--- src/rtl/mux_rr_nt1.sv ---
// Registered N-to-1 valid/ready mux with direct-select and round-robin grant modes.
// Optional macro MUX_XFER_CNT_EN adds a 16-bit output-transfer counter port (xfer_cnt).
module mux_rr_nt1 #(
  parameter int N_CH = 4,
  parameter int WIDTH = 8,
  localparam int SEL_W = $clog2(N_CH)
) (
  input  logic                  clk,
  input  logic                  rst,
  input  logic [N_CH*WIDTH-1:0] in_data,
  input  logic [N_CH-1:0]       in_valid,
  output logic [N_CH-1:0]       in_ready,
  input  logic                  mode,
  input  logic [SEL_W-1:0]      Sel,
  output logic [WIDTH-1:0]      out_data,
  output logic [SEL_W-1:0]      out_ch,
  output logic                  out_valid,
  input  logic                  out_ready
`ifdef MUX_XFER_CNT_EN
  ,
  output logic [15:0]           xfer_cnt
`endif
);

  localparam logic [SEL_W:0] N_CH_W = (SEL_W+1)'(N_CH);

  logic                  out_valid_q, out_valid_d;
  logic [WIDTH-1:0]      out_data_q, out_data_d;
  logic [SEL_W-1:0]      out_ch_q, out_ch_d;
  logic [SEL_W-1:0]      rr_ptr_q, rr_ptr_d;

  logic                  load_en;
  logic                  gnt_valid;
  logic [SEL_W-1:0]      gnt;
  logic                  xfer;
  logic [2*N_CH-1:0]     vld_dbl;
  logic [N_CH-1:0]       vld_rot;
  logic [SEL_W:0]        rr_sum;

  assign load_en = !out_valid_q || out_ready;
  assign xfer    = load_en && gnt_valid;

  // Round-robin: rotate in_valid so rr_ptr sits at bit 0, then take the lowest set bit.
  always_comb begin
    gnt_valid = 1'b0;
    gnt       = '0;
    vld_dbl   = {in_valid, in_valid} >> rr_ptr_q;
    vld_rot   = vld_dbl[N_CH-1:0];
    rr_sum    = '0;
    if (!mode) begin
      for (int i = 0; i < N_CH; i++) begin
        if (Sel == SEL_W'(i) && in_valid[i]) begin
          gnt_valid = 1'b1;
          gnt       = SEL_W'(i);
        end
      end
    end else begin
      for (int k = N_CH - 1; k >= 0; k--) begin
        if (vld_rot[k]) begin
          gnt_valid = 1'b1;
          rr_sum    = {1'b0, rr_ptr_q} + (SEL_W+1)'(k);
        end
      end
      if (rr_sum >= N_CH_W) begin
        rr_sum = rr_sum - N_CH_W;
      end
      gnt = rr_sum[SEL_W-1:0];
    end
  end

  always_comb begin
    in_ready = '0;
    for (int i = 0; i < N_CH; i++) begin
      in_ready[i] = !rst && xfer && (gnt == SEL_W'(i));
    end
  end

  always_comb begin
    out_valid_d = out_valid_q;
    out_data_d  = out_data_q;
    out_ch_d    = out_ch_q;
    rr_ptr_d    = rr_ptr_q;
    if (xfer) begin
      out_valid_d = 1'b1;
      out_ch_d    = gnt;
      for (int i = 0; i < N_CH; i++) begin
        if (gnt == SEL_W'(i)) begin
          out_data_d = in_data[i*WIDTH +: WIDTH];
        end
      end
      if (mode) begin
        rr_ptr_d = (gnt == SEL_W'(N_CH - 1)) ? '0 : gnt + 1'b1;
      end
    end else if (out_ready) begin
      out_valid_d = 1'b0;
    end
  end

  always_ff @(posedge clk or posedge rst) begin
    if (rst) begin
      out_valid_q <= 1'b0;
      out_data_q  <= '0;
      out_ch_q    <= '0;
      rr_ptr_q    <= '0;
    end else begin
      out_valid_q <= out_valid_d;
      out_data_q  <= out_data_d;
      out_ch_q    <= out_ch_d;
      rr_ptr_q    <= rr_ptr_d;
    end
  end

  assign out_valid = out_valid_q;
  assign out_data  = out_data_q;
  assign out_ch    = out_ch_q;

`ifdef MUX_XFER_CNT_EN
  logic [15:0] xfer_cnt_q, xfer_cnt_d;

  always_comb begin
    xfer_cnt_d = xfer_cnt_q;
    if (out_valid_q && out_ready) begin
      xfer_cnt_d = xfer_cnt_q + 16'd1;
    end
  end

  always_ff @(posedge clk or posedge rst) begin
    if (rst) begin
      xfer_cnt_q <= '0;
    end else begin
      xfer_cnt_q <= xfer_cnt_d;
    end
  end

  assign xfer_cnt = xfer_cnt_q;
`endif

endmodule

--- config.mk ---
export PLATFORM = sky130hd
export DESIGN_NAME = mux_rr_nt1
export DESIGN_NICKNAME = d
export VERILOG_FILES = /design/src/rtl/mux_rr_nt1.sv
export SDC_FILE = /design/constraint.sdc
export NUM_CORES = 1
export LEC_CHECK = 0
export BUFFER_PORTS_ARGS = -buffer_cell sky130_fd_sc_hd__buf_2
export CAP_MARGIN = 20
export CORE_ASPECT_RATIO = 1.1
export CORE_MARGIN = 2
export CORE_UTILIZATION = 35
export CTS_BUF_LIST = sky130_fd_sc_hd__clkbuf_4
export CTS_CLUSTER_SIZE = 24
export DETAILED_ROUTE_END_ITERATION = 12
export PLACE_DENSITY = 0.65
export REMOVE_ABC_BUFFERS = 1
export SYNTH_ARGS = -nofsm -noshare
export SYNTH_HDL_FRONTEND = slang
export SYNTH_SLANG_ARGS = --single-unit
--- constraint.sdc ---
create_clock -name clk -period 4.7 [get_ports clk]
set_clock_uncertainty 0.2 [all_clocks]
set_input_delay 0.705 -clock clk [delete_from_list [all_inputs] [get_ports clk]]
set_output_delay 0.705 -clock clk [all_outputs]
set_load 0.1 [all_outputs]
==> metrics.md <==
| Metric | Value |
|---|---|
| EDFF count, synth | `0` |
| Most frequent cells in the layout | `buf_2 (56), mux2_2 (14), dfrtp_1 (13), o21ai_0 (11), nand2_1 (10)` |
| Post-Syn Area | `1070 um^2` |
| CP Capture Point | `in_ready[1]` |
| Area of the multi-input gates | `687 um^2` |
| DRC | `0` |
| First-pass GRT wire length | `3560 um` |
| Critical Path RT | `3.80 ns` |
| Top FF cell, synth | `dfrtp_1` |
| Critical Path End Type | `output port` |
| Cell mode on critical path | `buf_2` |
| Clock Root Buffer | `clkbuf_4` |
| Dominant cells by area after synthesis | `dfrtp_1 (30%), mux2_2 (15%), mux2_4 (8.4%), mux2i_1 (7.5%), o21ai_0 (5.1%)` |
| Outcome | `completed` |
| VDD IR-drop max | `0.251 mV` |
| Nets | `205` |
| Final setup margin | `1.04 ns` |
| Initial DRC Count | `47` |
| H-tree lvl count | `1` |
| Via count | `986` |
| Synth warn | `0` |
| DRT Pass-1 Iters | `4` |
| Fin crit share | `77.9%` |
| Launch point of the worst path | `in_valid[3]` |
| Hpwl dp | `1950 um` |
| # clock sinks | `13` |
| # Post-CTS Setup Buffers | `0` |
| Tot Pwr | `0.000720 W` |
| Final WL | `2410 um` |
| Synth area leader | `dfrtp_1` |
| Pins Over Slew Limit | `0` |
| Crit-path max cell delay | `0.48 ns` |
| Initial core utilization | `35.8%` |
| Flops & latches, synth | `13` |
| Synthesized area per cell | `10.3 um^2` |
| Unique masters post-synth | `31` |
| Worst r2r src | `rr_ptr_q[0]` |
| Worst Max-Slew Pin Slew | `0.550 ns` |
| Final antenna-violating net count | `0` |
| Hold Path Class | `input port to async pin` |
| Reg2reg path depth | `9` |
| Final setup fails | `0` |
| Max_cap viols | `0` |
| PostCTS Resize Cnt | `0` |
| Asr flop ratio synth | `100%` |
| Die X | `56.8 um` |
| Post-DP Area | `1350 um^2` |
| Layout fillers | `305` |
| # diodes | `0` |
| Rel. slew slack | `63.3%` |
| Power per cell area | `522 nW/um^2` |
| Critical Path Fanout Max | `9` |
| CTS clk-pin slew, worst paths | `0.07 ns` |
| Share of post-route cells with drive strength above 1 | `56.3%` |
| Reg-to-Reg End | `out_data[0]` |
| Die extent in y | `62.1 um` |
| Mapped Cells | `104` |
| Area Growth Syn to Fin | `28.6%` |
| RSZ-0062 raised after global routing | `false` |
| WS Path Type | `input port to output port` |
| Critical Path Source Type | `input port` |
| Share of the synthesized area in the top cell type | `30.3%` |
| Register Area | `325 um^2` |
| Io pins | `57` |
| Setup TNS | `0 ns` |
| DP Worst Slack | `1.01 ns` |
| Gp weighted congestion | `0.819` |
| CP cell instances | `buf_2 -> and2b_2 -> o21ai_0 -> nand4_1 -> nand2_1 -> ha_1 -> and3_2 -> buf_2` |
| Clock period minus worst slack | `3.66 ns` |
| CP arrival | `2.76 ns` |
| Die area | `3530 um^2` |
| Commonest non-fill, non-tap cell in the layout | `buf_2` |
| Register area share after synthesis | `30.3%` |
| FF-to-FF setup slack | `1.94 ns` |
| Vias in the first global route | `874` |
| Grt ovf | `0` |
| Longest Clk Path Bufs | `2` |
| Lkg Pwr | `0.702 nW` |
| Largest net degree at the start of global routing | `18` |
| Num CTS Buffers | `3` |
| Clock Latency Late Sink | `0.28 ns` |
| Input/output buffers | `56` |
| Cell Rows | `21` |
| Post-route cell area | `1380 um^2` |
| Final Hold Viols | `0` |
| Total track usage | `13.3%` |
| Drt wl/cell | `12.5 um` |
| CTS tree | `done` |
| Crit path max-delay cell type | `ha_1` |
| Fmax | `0.273 GHz` |
| Cts-stage hold buffer count | `0` |
| Via density | `5.14` |
| Core area | `3000 um^2` |
| Initial antenna violation count | `0` |
-- power by group --
group | internal, W | switching (W) | leakage [nW]
combinational | 0.000124 | 0.000350 | 0.530
sequential | 0.000150 | 0.0000232 | 0.153
clock | 0.0000387 | 0.0000340 | 0.0184
total | 0.000313 | 0.000407 | 0.702
-- flip-flops by register name, summed over array words and instances, names as in the netlist --
register   cells
out_data       8
out_valid      1
rr_ptr_q       2
out_ch         2
-- worst min path at each step --
stage / startpoint / to / slack (ns) / cells after the start
2_1_floorplan: rr_ptr_q[0] / rr_ptr_q[0] / 0.29 / 1
5_1_grt: rst / out_valid / 0.32 / 2
4_1_cts: rst / out_data[0] / 0.27 / 2
6_report: rst / out_data[0] / 0.26 / 2
3_5_place_dp: out_data[5] / out_data[5] / 0.29 / 1
3_3_place_gp: out_data[0] / out_data[0] / 0.29 / 1
-- area by class of cell --
type / instances / area share, %
clock buffers: 4 / 2.18
flip-flops and latches: 13 / 23.6
repair buffers: 56 / 20.3
well taps: 34 / 3.08
multi-input cells: 81 / 49.8
inverters: 4 / 1.09
-- synth_stat cells, types with 3 or more instances --
library cell  instances
mux2_2               14
dfrtp_1              13
o21ai_0              11
nand2_1              10
mux2i_1               8
mux2_4                6
and3_2                4
clkbuf_1              4
ha_1                  4
inv_1                 4
nand2b_1              3
-- metal layers --
metal | track usage (%) | share of wire [%] | vias up | routed length, um
met1 | 14.5 | 40 | 448 | 975
li1 | - | - | 484 | -
met4 | 6.98 | 2.0 | 0 | 48
met5 | 0 | 0 | - | 0
met2 | 24.4 | 46 | 49 | 1110
met3 | 3.52 | 11 | 5 | 273
-- worst max-delay path: cells and delay by family --
kind                       cells  cell delay [ns]
AOI/OAI and AO/OA              1             0.21
adders and majority gates      1             0.48
buffers and inverters          2             0.57
and+or+nand+nor                4             0.79
-- metrics by stage --
| stage | hold slack [ns] | std cells | util (%) |
|---|---|---|---|
| 6_report | 0.260 | 192 | 46.1 |
| 5_1_grt | 0.319 | 192 | 46.1 |
| 4_1_cts | 0.272 | 192 | 46.1 |
| 3_5_place_dp | 0.290 | 188 | 45.1 |
| 3_3_place_gp | 0.286 | 188 | 45.1 |
| 2_1_floorplan | 0.286 | 98 | - |
-- kinds of logic (layout without fill, tap and decap cells) --
logic type	Yosys count	after routing	share of synthesized area, %
simple gates	27	27	14.6
fa+ha+maj	4	4	4.66
flops	13	13	30.3
mux	29	29	33.0
compound gates	21	21	11.8
buf+inv	10	64	5.71
No activity file was read; power rests on OpenSTA's default activity.
